## src/rtl/image_loader.sv

```systemverilog
// -----------------------------------------------------------------------------
// image_loader
//
// Accepts a stream of unsigned 8-bit pixels, converts each one to int8 by
// subtracting ZERO_POINT (saturating), and writes it into the inference
// core's input buffer. A frame is complete when exactly IN_DIM pixels arrive
// with s_last on the final one. The core is then started, the predicted digit
// is captured, and it is offered on a valid/ready result port.
//
// Malformed frames never start the core:
//   - s_last too early : err_short pulses and the loader restarts at address 0.
//   - s_last missing   : err_long pulses and the remaining pixels are drained
//                        until s_last, without writing.
//
// Ports
//   clk, rst          clock, asynchronous active-high reset
//   s_valid/s_ready   pixel stream handshake; s_data pixel, s_last end of frame
//   x_we/x_addr/x_data  input-buffer write port (registered)
//   core_start        one-cycle pulse starting the inference core
//   core_done         one-cycle completion pulse; core_digit valid with it
//   m_valid/m_ready   result handshake; m_digit result digit
//   busy              high whenever the loader is not in S_LOAD
//   err_short/err_long  one-cycle framing error pulses
//   frame_cnt         number of results delivered (wraps at 16 bits)
// -----------------------------------------------------------------------------
module image_loader #(
  parameter int IN_DIM     = 784,
  parameter int ZERO_POINT = 128
) (
  input  logic                      clk,
  input  logic                      rst,
  // pixel stream
  input  logic                      s_valid,
  output logic                      s_ready,
  input  logic [7:0]                s_data,
  input  logic                      s_last,
  // input buffer write port
  output logic                      x_we,
  output logic [$clog2(IN_DIM)-1:0] x_addr,
  output logic [7:0]                x_data,
  // inference core
  output logic                      core_start,
  input  logic                      core_done,
  input  logic [3:0]                core_digit,
  // result stream
  output logic                      m_valid,
  input  logic                      m_ready,
  output logic [3:0]                m_digit,
  // status
  output logic                      busy,
  output logic                      err_short,
  output logic                      err_long,
  output logic [15:0]               frame_cnt
);

  localparam int AW = $clog2(IN_DIM);
  localparam logic [AW-1:0] CNT_LAST = AW'(IN_DIM - 1);

  // Saturation bounds and zero point in the 10-bit signed domain used for
  // the pixel difference.
  localparam logic signed [9:0] ZP10    = 10'(ZERO_POINT);
  localparam logic signed [9:0] SAT_MAX = 10'sd127;
  localparam logic signed [9:0] SAT_MIN = -10'sd128;

  typedef enum logic [2:0] {
    S_LOAD,
    S_FLUSH,
    S_START,
    S_WAIT,
    S_RESULT
  } state_t;

  state_t        state_q, state_d;
  logic [AW-1:0] cnt_q, cnt_d;
  logic          s_ready_q, s_ready_d;
  logic          x_we_q, x_we_d;
  logic [AW-1:0] x_addr_q, x_addr_d;
  logic [7:0]    x_data_q, x_data_d;
  logic          core_start_q, core_start_d;
  logic          m_valid_q, m_valid_d;
  logic [3:0]    m_digit_q, m_digit_d;
  logic          err_short_q, err_short_d;
  logic          err_long_q, err_long_d;
  logic [15:0]   frame_cnt_q, frame_cnt_d;

  logic          hs;
  logic          at_last_pix;

  // Convert an unsigned pixel to int8: widen to 10-bit signed, subtract the
  // zero point, clamp to the int8 range.
  function automatic logic [7:0] sat8(input logic [7:0] pix);
    logic signed [9:0] diff;
    diff = $signed({2'b00, pix}) - ZP10;
    if (diff > SAT_MAX) begin
      return 8'h7f;
    end else if (diff < SAT_MIN) begin
      return 8'h80;
    end else begin
      return diff[7:0];
    end
  endfunction

  assign hs          = s_valid & s_ready_q;
  assign at_last_pix = (cnt_q == CNT_LAST);

  // Next-state and registered-output logic.
  always_comb begin
    state_d      = state_q;
    cnt_d        = cnt_q;
    x_we_d       = 1'b0;
    x_addr_d     = x_addr_q;
    x_data_d     = x_data_q;
    core_start_d = 1'b0;
    m_valid_d    = m_valid_q;
    m_digit_d    = m_digit_q;
    err_short_d  = 1'b0;
    err_long_d   = 1'b0;
    frame_cnt_d  = frame_cnt_q;

    case (state_q)
      S_LOAD: begin
        if (hs) begin
          // Every accepted pixel is written, including the one that
          // reveals a framing error.
          x_we_d   = 1'b1;
          x_addr_d = cnt_q;
          x_data_d = sat8(s_data);
          if (at_last_pix) begin
            cnt_d = '0;
            if (s_last) begin
              state_d = S_START;
            end else begin
              err_long_d = 1'b1;
              state_d    = S_FLUSH;
            end
          end else if (s_last) begin
            cnt_d       = '0;
            err_short_d = 1'b1;
          end else begin
            cnt_d = cnt_q + AW'(1);
          end
        end
      end

      S_FLUSH: begin
        // Drain the rest of an over-long frame without touching the buffer.
        if (hs && s_last) begin
          state_d = S_LOAD;
        end
      end

      S_START: begin
        // Entered on the edge that registers the final write, so the start
        // pulse lands in the cycle right after that write.
        core_start_d = 1'b1;
        state_d      = S_WAIT;
      end

      S_WAIT: begin
        if (core_done) begin
          m_digit_d = core_digit;
          m_valid_d = 1'b1;
          state_d   = S_RESULT;
        end
      end

      S_RESULT: begin
        if (m_ready) begin
          m_valid_d   = 1'b0;
          frame_cnt_d = frame_cnt_q + 16'd1;
          state_d     = S_LOAD;
        end
      end

      default: begin
        state_d = S_LOAD;
      end
    endcase
  end

  // s_ready is registered from the next state so that it stays low while
  // reset is held and rises on the first edge after release.
  always_comb begin
    s_ready_d = (state_d == S_LOAD) || (state_d == S_FLUSH);
  end

  always_ff @(posedge clk or posedge rst) begin
    if (rst) begin
      state_q      <= S_LOAD;
      cnt_q        <= '0;
      s_ready_q    <= 1'b0;
      x_we_q       <= 1'b0;
      x_addr_q     <= '0;
      x_data_q     <= '0;
      core_start_q <= 1'b0;
      m_valid_q    <= 1'b0;
      m_digit_q    <= '0;
      err_short_q  <= 1'b0;
      err_long_q   <= 1'b0;
      frame_cnt_q  <= '0;
    end else begin
      state_q      <= state_d;
      cnt_q        <= cnt_d;
      s_ready_q    <= s_ready_d;
      x_we_q       <= x_we_d;
      x_addr_q     <= x_addr_d;
      x_data_q     <= x_data_d;
      core_start_q <= core_start_d;
      m_valid_q    <= m_valid_d;
      m_digit_q    <= m_digit_d;
      err_short_q  <= err_short_d;
      err_long_q   <= err_long_d;
      frame_cnt_q  <= frame_cnt_d;
    end
  end

  assign s_ready    = s_ready_q;
  assign x_we       = x_we_q;
  assign x_addr     = x_addr_q;
  assign x_data     = x_data_q;
  assign core_start = core_start_q;
  assign m_valid    = m_valid_q;
  assign m_digit    = m_digit_q;
  assign err_short  = err_short_q;
  assign err_long   = err_long_q;
  assign frame_cnt  = frame_cnt_q;
  assign busy       = (state_q != S_LOAD);

endmodule

```

## config.mk

```make
export PLATFORM = sky130hd
export DESIGN_NAME = image_loader
export DESIGN_NICKNAME = d
export VERILOG_FILES = /design/src/rtl/image_loader.sv
export SDC_FILE = /design/constraint.sdc
export NUM_CORES = 1
export LEC_CHECK = 0
export ABC_AREA = 1
export CAP_MARGIN = 25
export CORE_MARGIN = 2
export CORE_UTILIZATION = 50
export DETAILED_ROUTE_END_ITERATION = 6
export PLACE_DENSITY = 0.92
export SLEW_MARGIN = 10
export SYNTH_ARGS = -nofsm -noshare
export SYNTH_HDL_FRONTEND = slang
export SYNTH_SLANG_ARGS = --single-unit
export TNS_END_PERCENT = 50
```

## constraint.sdc

```tcl
create_clock -name clk -period 2 [get_ports clk]
set_input_delay 0.2 -clock clk [delete_from_list [all_inputs] [get_ports clk]]
set_output_delay 0.2 -clock clk [all_outputs]
set_load 0.05 [all_outputs]
```

==> Flow_metrics.wiki, run 1 <==
{| class="wikitable"
! Metric !! Value
|-
| Result of the run || finished clean
|-
| GP Congestion || approximately 0.90
|-
| Clock root cell || clkbuf_8
|-
| First-pass GRT wire length || around 11 mm
|-
| Synth Warn # || 0
|-
| Synth cell count leaders || 118 x nand2_1, 57 x dfrtp_1, 33 x nor2_1, 30 x inv_1
|-
| Fillers || ~450
|-
| Slew HR || 0.632
|-
| Highest Clock Rate || 521 MHz
|-
| Setup repair bufs after CTS || 0
|-
| Most area-hungry cell type in the Yosys netlist || dfrtp_1
|-
| Port Buffers || 62
|-
| Placeable core region || 0.00541 mm²
|-
| Mean instance size in the synthesized netlist || approximately 8.3 µm²
|-
| Setup repair after global routing missed its margin || false
|-
| Ratio of cells with drive above 1 in the final layout || 0.0916
|-
| R2r startpoint || state_q[0]
|-
| Number of H-tree levels || 3
|-
| Tightest Hold Check Type || primary input to asynchronous set/reset pin
|-
| Starting utilization of the core area || 0.509
|-
| Kind of cell adding the most delay to the critical path || buffers and inverters
|-
| Drt wl/cell || 13.1 µm
|-
| Most frequent cell after synthesis || nand2_1
|-
| Die Area || 0.00611 mm²
|-
| Ys async rst share || 1.00
|-
| Number of flops mapped to enable cells by yosys || 0
|-
| Post-synth cell types || 27
|-
| Longest individual stage delay on the worst path || between 0.8 and 0.9 ns
|-
| Row count || 27
|-
| Peak ir drop on the vdd network || between 0.0003 and 0.0004 V
|-
| Cell Area, Synth || about 0.0028 mm²
|-
| Maximum fanout encountered on the critical timing path || 9
|-
| Final core utilization || 0.672
|-
| Maximum buffer depth of the clock tree || 2
|-
| Buffer and inverter count on the worst path || 1
|-
| Endpoint arrival time on the critical path || about 1.7 ns
|-
| Violation count after the first detailed-route iteration || 145
|-
| Total via count in the routed design || around 2500
|-
| I/O pin total || 63
|-
| Ordered list of cells on the worst path || clkdlybuf4s50_1
|-
| Worst-path cell with the longest stage delay || clkdlybuf4s50_1
|-
| Largest net degree at the start of global routing || 44
|-
| Flop and latch count out of synthesis || between 50 and 60
|-
| Critical path capture point type || primary output
|-
| Global-route track usage on met3 || 0.0437
|-
| Clock slew at the register clock pins of the worst setup and hold paths || ~0.060 ns
|-
| Vertical die dimension || approximately 78 µm
|-
| Via count of the first global-routing pass || about 2500
|-
| Pwr per Cell Area || 725 mW/mm²
|-
| Largest cells by area after synthesis || dfrtp_1 52%, nand2_1 16%, nor2_1 4.5%, inv_1 4.1%, nand3_1 2.5%
|-
| Final min period || between 1.5 and 2 ns
|-
| Terminus of the critical flop-to-flop path || cnt_q[8]
|-
| Hpwl dp || ~4.3 mm
|-
| Met1 layer usage reported by global route || 0.272
|-
| Clock tree from TritonCTS || done
|-
| Tightest Pin Transition || roughly 0.55 ns
|-
| Busiest grt layer || met2
|-
| Final global-route overflow total || 0
|-
| Most common flop cell mapped by yosys || dfrtp_1
|-
| Total setup violations reported at the end of the flow || 0
|-
| Met2 track demand over resource || 0.372
|-
| Layout overhead on the synthesized area || 32.1%
|-
| Antenna violations before repair || 0
|-
| Worst reg-to-reg setup slack || roughly 0.35 ns
|-
| Static Leakage || 1.75 nW
|-
| Final-report max-slew violation count || 0
|-
| Clock latency reported for the late side of the worst-skew pair || 0.34 ns
|-
| Drt pass-1 iters || 4
|-
| Routed Wire Length || 6.22 mm
|-
| Worst Reg2Reg Path Length in Cells || 6
|-
| Residual antenna-violating net count after detailed routing || 0
|-
| Fraction of the cycle the final worst path needs || 0.959
|-
| NumNets Final || about 420
|-
| Ant diodes || 0
|-
| All-layer global routing usage || 0.224
|-
| Net count after synthesis || between 300 and 400
|-
| Clk sink count || 57
|-
| Number of max-capacitance violations reported || 0
|-
| Post-detailed-route DRC marker count || 0
|-
| Sequential-to-total area share from yosys stat || 0.519
|-
| Worst clock skew || 0.00671 ns
|-
| Type of origin of the critical path || flip-flop
|-
| CTS Buf Count || 9
|-
| Vias per std cell || approximately 5
|-
| Total Negative Setup Slacks || 0 ns
|-
| Mapped Cells || about 330
|-
| Path type of the worst setup path || flip-flop to primary output
|-
| Yosys top cell area share || 0.519
|-
| Required time of the worst setup path || 1.80 ns
|-
| Die X-Extent || 78.2 µm
|-
| Final-report hold violation count || 0
|}
[registers in the layout, indices dropped and copies added, names as in the netlist]
name and flops:
x_we 1, m_valid 1, m_digit 4, x_addr 10, frame_cnt 16, core_start 1
err_short 1, err_long 1, s_ready 1, cnt_q 10, state_q 3, x_data 8
[logic make-up after synthesis]
logic type | count (synthesis) | share of synthesized area
buffers and inverters | 41 | 0.0687
and+or+nand+nor | 195 | 0.314
DFF | 57 | 0.519
xor gates and xnor gates | 9 | 0.0287
adders and majority gates | 2 | 0.00910
muxes | 4 | 0.0164
AOI/OAI and AO/OA | 24 | 0.0446
[metal layers]
metal | vias to the layer above | wire (µm)
li1 | 1179 | -
met1 | 1159 | 2690
met2 | 93 | 3060
met3 | 19 | 308
met4 | 0 | 170
met5 | - | 0
[stage by stage]
stage / instance area [µm²] / power (mW) / cells / hold WS [ns] / worst slack, ns
after floorplan: 2750 / 1.42 / 332 / 0.266 / 0.372
after global placement: 3420 / 1.53 / 460 / 0.462 / 0.278
after detailed placement: 3420 / 1.53 / 460 / 0.464 / 0.201
after CTS: 3630 / 2.66 / 476 / 0.146 / 0.0354
after global routing: 3630 / 2.74 / 476 / 0.178 / 0.0133
final: 3630 / 2.63 / 476 / 0.137 / 0.0816
[worst max path at each step]
stage	startpoint	end	slack [ns]	cells past startpoint
2_1_floorplan	frame_cnt[0]	frame_cnt[14]	0.37	6
5_1_grt	frame_cnt[4]	frame_cnt[4]	0.01	1
6_report	frame_cnt[4]	frame_cnt[4]	0.08	1
4_1_cts	state_q[2]	busy	0.04	3
3_3_place_gp	s_valid	cnt_q[8]	0.28	8
3_5_place_dp	s_valid	cnt_q[8]	0.20	8
[placed cells by master, fill, tap and decap left out, drive strengths merged]
cell type	instances
nand2	119
clkdlybuf4s50	61
dfrtp	57
nor2	39
inv	33
o21ai	20
nand3	17
clkbuf	14
nand4	11
xor2	7
nor3	7
mux2	4
a21oi	3
xnor2	2
nand3b	2
ha	2
buf	2
o31ai	1
clkinv	1
bufinv	1
dlymetal6s2s	1
[where the power goes]
| group | internal [mW] | leakage, nW | switching (mW) |
|---|---|---|---|
| registers | 1.19 | 0.738 | 0.0281 |
| logic | 0.104 | 0.901 | 0.190 |
| clock network | 0.676 | 0.107 | 0.445 |
| total | 1.97 | 1.75 | 0.663 |
[area by class of cell]
| type | instances | area, µm² | area share |
|---|---|---|---|
| Sequential cell | 57 | 1430 | 0.393 |
| Multi-Input combinational cell | 234 | 1130 | 0.312 |
| Timing Repair Buffer | 64 | 651 | 0.179 |
| Clock buffer | 14 | 173 | 0.0475 |
| Inverter | 33 | 124 | 0.0341 |
| Tap cell | 72 | 90.1 | 0.0248 |
| Clock inverter | 2 | 35.0 | 0.00964 |
[repair_timing]
item	in CTS	in global routing
hold endpoints to repair	0	0
gates resized for setup	0	1
endpoints found under the setup margin	0	1
hold buffers	0	0
Note: power is estimated with default switching activity, not from simulation.
==> run 2: changes to the inputs <==
- CORE_MARGIN: 2 -> 1.5
==> Flow_metrics.wiki, run 2 (synthesized netlist as in run 1, its figures left out) <==
{| class="wikitable"
! Metric !! Value
|-
| Total Negative Setup Slacks || 0 ns (unchanged)
|-
| Switching share of power || 0.261 (was 0.252)
|-
| Residual antenna-violating net count after detailed routing || 0 (unchanged)
|-
| Clock root cell || clkbuf_8 (unchanged)
|-
| Clock power share || 0.382 (was 0.426)
|-
| Tightest Pin Transition || 0.513 ns (was 0.551 ns)
|-
| Slew HR || 0.657 (was 0.632)
|-
| Ordered list of cells on the worst path || clkdlybuf4s50_1 (unchanged)
|-
| Worst clock skew || 0.00346 ns (was 0.00671 ns)
|-
| Drt pass-1 iters || 4 (unchanged)
|-
| Clock slew at the register clock pins of the worst setup and hold paths || 0.06 ns (about the same)
|-
| Starting utilization of the core area || 0.528 (was 0.509)
|-
| Sequential share of power || 0.498 (was 0.463)
|-
| Total power of the final layout || 2.45 mW (was 2.63 mW)
|-
| Ratio of cells with drive above 1 in the final layout || 0.0938 (was 0.0916)
|-
| GP Congestion || 0.897 (was 0.898)
|-
| Hpwl dp || 4.29 mm (was 4.34 mm)
|-
| Number of H-tree levels || 3 (unchanged)
|-
| Maximum fanout encountered on the critical timing path || 9 (unchanged)
|-
| Placeable core region || 0.00520 mm² (was 0.00541 mm²)
|-
| Clock tree from TritonCTS || done (unchanged)
|-
| Violation count after the first detailed-route iteration || 132 (was 145)
|-
| Total setup violations reported at the end of the flow || 0 (unchanged)
|-
| Type of origin of the critical path || flip-flop (unchanged)
|-
| Setup repair bufs after CTS || 0 (unchanged)
|-
| Final global-route overflow total || 0 (unchanged)
|-
| Commonest non-fill, non-tap cell in the layout || nand2_1 (unchanged)
|-
| Critical path capture point type || primary output (unchanged)
|-
| I/O pin total || 63 (unchanged)
|-
| First-pass GRT wire length || 10.2 mm (was 10.8 mm)
|-
| Final-report hold violation count || 0 (unchanged)
|-
| Die X-Extent || 77.2 µm (was 78.2 µm)
|-
| Layout overhead on the synthesized area || 31.1% (was 32.1%)
|-
| Peak ir drop on the vdd network || 0.000475 V (was 0.000381 V)
|-
| Tightest Hold Check Type || primary input to asynchronous set/reset pin (unchanged)
|-
| Largest net degree at the start of global routing || 58 (was 44)
|-
| Worst-path cell with the longest stage delay || clkdlybuf4s50_1 (unchanged)
|-
| Crit. path cell count || 1 (unchanged)
|-
| Buffer and inverter count on the worst path || 1 (unchanged)
|-
| Setup repair after global routing missed its margin || false (unchanged)
|-
| Longest individual stage delay on the worst path || 0.86 ns (about the same)
|-
| Path type of the worst setup path || flip-flop to primary output (unchanged)
|-
| Result of the run || finished clean (unchanged)
|-
| Highest Clock Rate || 527 MHz (was 521 MHz)
|-
| Highest-count cells in the layout ignoring fill and taps || 118 x nand2_1, 61 x clkdlybuf4s50_1, 57 x dfrtp_1 (unchanged)
|-
| Total via count in the routed design || 2441 (was 2450)
|-
| Max reg flops || 16 (unchanged)
|-
| Clk sink count || 57 (unchanged)
|-
| Drt wl/cell || 12.6 µm (was 13.1 µm)
|-
| Clock latency reported for the late side of the worst-skew pair || 0.33 ns (was 0.34 ns)
|-
| Routed Wire Length || 5.97 mm (was 6.22 mm)
|-
| Ant diodes || 0 (unchanged)
|-
| Row count || 26 (was 27)
|-
| Die Area || 0.00595 mm² (was 0.00611 mm²)
|-
| Worst hold slack across all endpoints || 0.254 ns (was 0.137 ns)
|-
| Fillers || 420 (was 445)
|-
| Maximum buffer depth of the clock tree || 2 (unchanged)
|-
| Vias per std cell || 5.14 (was 5.15)
|-
| Fraction of the cycle the final worst path needs || 0.949 (was 0.959)
|-
| All-layer global routing usage || 0.218 (was 0.224)
|-
| CTS Buf Count || 9 (unchanged)
|-
| Worst Reg2Reg Path Length in Cells || 6 (unchanged)
|-
| Final min period || 1.90 ns (was 1.92 ns)
|-
| NumNets Final || 420 (was 419)
|-
| Kind of cell adding the most delay to the critical path || buffers and inverters (unchanged)
|-
| Endpoint arrival time on the critical path || 1.70 ns (was 1.72 ns)
|-
| Vertical die dimension || 77.2 µm (was 78.2 µm)
|-
| Post-detailed-route DRC marker count || 0 (unchanged)
|-
| Internal portion of total power || 1.81 mW (was 1.97 mW)
|-
| Number of max-capacitance violations reported || 0 (unchanged)
|-
| Final-report max-slew violation count || 0 (unchanged)
|-
| Antenna violations before repair || 0 (unchanged)
|-
| Pwr per Cell Area || 678 mW/mm² (was 725 mW/mm²)
|-
| Gate power share || 0.120 (was 0.112)
|-
| Via count of the first global-routing pass || 2484 (was 2456)
|-
| Static Leakage || 1.74 nW (was 1.75 nW)
|-
| Sw Pwr || 0.639 mW (was 0.663 mW)
|-
| Required time of the worst setup path || 1.80 ns (about the same)
|-
| Port Buffers || 62 (unchanged)
|}
run 2: changes by cell type in the layout (fill, tap and decap cells not counted):
cell	change
clkinv_2	+2
bufinv_16	-1
buf_4	+1
clkbuf_8	-1
run 2: area by class of cell:
type / count / area, µm² / share of cell area
clock buffers: 13 / 159 / 0.0441
inverters: 33 / 124 / 0.0344
flip-flops and latches: 57 / 1430 / 0.396
multi-input cells: 234 / 1130 / 0.315
clock inverters: 3 / 15.0 / 0.00417
well taps: 70 / 87.6 / 0.0243
repair buffers: 65 / 658 / 0.183
run 2: final timing paths:
check	from	endpoint	slack [ns]
min reg2reg	m_valid	m_valid	0.48
max reg2reg	cnt_q[1]	cnt_q[6]	0.54
min	rst	m_valid	0.25
min in group clk	s_data[1]	x_data[1]	0.40
max	frame_cnt[4]	frame_cnt[4]	0.10
max in group asynchronous	rst	x_we	1.51
run 2: power groups by stage:
stage / sequential [mW] / clock (mW) / combinational (mW)
after global routing: 1.22 / 1.02 / 0.314
after global placement: 1.24 / 0 / 0.292
final: 1.22 / 0.935 / 0.293
after CTS: 1.22 / 0.966 / 0.297
after detailed placement: 1.24 / 0 / 0.297
after floorplan: 1.33 / 0 / 0.0850
run 2: routing by layer:
| layer | routed length (µm) | track usage | up-vias |
|---|---|---|---|
| met5 | 0 | 0 | - |
| met4 | 102 | 0.100 | 0 |
| met3 | 348 | 0.0667 | 13 |
| met2 | 3040 | 0.383 | 82 |
| met1 | 2480 | 0.238 | 1163 |
| li1 | - | - | 1183 |
run 2: per-stage QoR:
stage / utilization / instances / setup WS, ns / instance area (µm²)
3_5_place_dp: 0.659 / 459 / 0.410 / 3430
5_1_grt: 0.693 / 475 / 0.0493 / 3600
3_3_place_gp: 0.659 / 459 / 0.425 / 3430
2_1_floorplan: - / 332 / 0.372 / 2750
4_1_cts: 0.692 / 475 / 0.0416 / 3600
6_report: 0.693 / 475 / 0.103 / 3600
run 2: timing repair:
item,4_1_cts,5_1_grt
resized for setup,0,1
hold buffers,0,0
setup endpoints to repair,0,1
run 2: worst reg2reg max path: cells and delay by family, from the launching register on:
family        cells  cell delay [ns]
simple gates      5             0.70
flops             1             0.42
fa+ha+maj         1             0.23
==> edit (settings of run 2) <==
Make the reset (`rst`) synchronous in one clocked block. Comments in the files are not updated.
--- a/src/rtl/image_loader.sv
+++ b/src/rtl/image_loader.sv
@@ -184,7 +184,7 @@
     s_ready_d = (state_d == S_LOAD) || (state_d == S_FLUSH);
   end
 
-  always_ff @(posedge clk or posedge rst) begin
+  always_ff @(posedge clk) begin
     if (rst) begin
       state_q      <= S_LOAD;
       cnt_q        <= '0;
Behaviour: differs if rst is asserted again (counterexample within 4 cycles, from zero or initial values and one cycle with rst high); with rst held inactive, the same outputs for 10 cycles.
==> edit against run 2 <==
  * Synthesized area fell by 10%
  * Sequential cell count unchanged
  * Routed wire length fell by 6.3%
  * Utilization is 1.5 points higher
  * Sequential power decreased by 4%
  * Final area shrank 7.3%
  * Power shrank 1.0%
  * Combinational power decreased by 20%
  * Setup slack improved by 0.061 ns
  * Critical path type unchanged
  * Critical endpoint is now frame_cnt[6]
  * Largest power group unchanged
==> edit: results (changes against run 2) <==
Antenna Cells - 0 (unchanged)
Internal Power - 0.00183 W (+1.2%)
Placed inst area - 3150 sq um (-8.2%)
Detail Route met2 WL - 2530 microns (-17%)
Clk_skew - 0.00203 ns (-0.00143 ns)
GRT Total Usage - 22.8% (+1.1 points)
R2R depth - 8 (+2)
Initial antenna violation count - 0 (unchanged)
Detailed-route wire length per cell - 11.6 microns (-8.0%)
Clock group total power - 0.00101 W (+8%)
Synthesized Nets - 364 (+3.4%)
M1 GR Usage - 27.4% (+3.6 points)
Hold Path Origin - s_data[7]
Largest net degree at the start of global routing - 37 (-36%)
Drt total wl - 5600 microns (-6.3%)
First-pass GRT wire length - 9420 microns (-7.6%)
Total placed cells including tap cells - 468 (+2.0%)
Worst ir drop on vdd - 0.537 mV (+13%)
Slew headroom - 64.9% (-0.80 points)
Top post-synthesis cells by area - dfxtp_1 (46%), nor2_1 (11%), nand2_1 (9.1%)
Crit path from - frame_cnt[6]$_SDFFE_PP0P_
Gpl congestion - 0.823 (-8.3%)
Netlist cell types - 29 (+7.4%)
Hold Crit Class - input port to flop
Syn_area_per_cell - 7.17 sq um (-13%)
Sequential power - 0.00117 W (-4%)
End of the critical path - frame_cnt[6]
DP HPWL - 4020 microns (-6.3%)
Vias in the first global route - 2234 (-10%)
Async set-reset flop share out of synthesis - 0% (-100 points)
Met3 routed WL - 409 microns (+18%)
Post-synth EDFFs - 0 (unchanged)
WP data arrival - 1.64 ns (-0.06 ns)
RR Endpoint - cnt_q[4]$_SDFFE_PP0P_
Commonest cells post-synth - nor2_1 (73), nand2_1 (60), dfxtp_1 (57), inv_1 (40), a21oi_1 (26)
Layout filler cell count - 402 (-4.3%)
Iteration-0 DRC Markers - 142 (+7.6%)
Max Buffers Root-to-Sink - 2 (unchanged)
Critical R2R Launch - cnt_q[0]$_SDFFE_PP0P_
Reg2Reg Setup Slack - 0.37 ns (-0.17 ns)
Wire length on met1 - 2570 microns (+3.3%)
Status - completed
Share of cells above drive strength 1 - 7.67% (-1.7 points)
Sequential fraction of the synthesis area - 46.2% (-5.6 points)
Met2 usage - 37.2% (-1.2 points)
Vias - 2377 (-2.6%)
GR Util met3 - 7.18% (+0.52 points)
Nets - 432 (+2.9%)
CP max FO - 7 (-2)
## edit: repair_timing
item,in CTS,in global routing
buffers inserted,0,0
gates resized for setup,0,1
hold endpoints to repair,0,0
endpoints found under the setup margin,0,1
## edit: worst min-delay path by stage
stage | end | slack, ns | cells past startpoint
3_3_place_gp | frame_cnt[4]$_SDFFE_PP0P_ | 0.46 | 2
4_1_cts | x_data[7]$_SDFFE_PP0P_ | 0.43 | 2
3_5_place_dp | frame_cnt[4]$_SDFFE_PP0P_ | 0.46 | 2
6_report | x_data[7]$_SDFFE_PP0P_ | 0.44 | 2
5_1_grt | x_data[7]$_SDFFE_PP0P_ | 0.43 | 2
2_1_floorplan | state_q[0]$_SDFF_PP0_ | 0.27 | 1
## edit: through the flow
stage / hold WS (ns) / utilization, % / power, W / setup slack [ns]
6_report: 0.441 / 70.8 / 0.00242 / 0.164
5_1_grt: 0.434 / 70.8 / 0.00251 / 0.106
4_1_cts: 0.430 / 70.7 / 0.00244 / 0.0126
3_5_place_dp: 0.460 / 66.6 / 0.00143 / 0.201
3_3_place_gp: 0.456 / 66.6 / 0.00143 / 0.283
2_1_floorplan: 0.269 / - / 0.00134 / 0.409
## edit: final cells by class
type                            instances  area share (%)
Sequential cell                        57            34.1
Multi-Input combinational cell        237            33.5
Timing Repair Buffer                   65            19.3
Clock buffer                           14            5.47
Inverter                               42            4.72
Tap cell                               67            2.51
Clock inverter                          2           0.300
## edit: cells by family (layout without fill, tap and decap cells)
group	Yosys count	after routing	synth area share, %
adder cells (fa/ha/maj)	2	2	1.01
flip-flops	57	57	46.2
AND/OR/NAND/NOR	175	175	31.8
AO/OA/AOI/OAI	58	58	11.9
buffers and inverters	50	123	8.32
XOR/XNOR	2	2	0.710
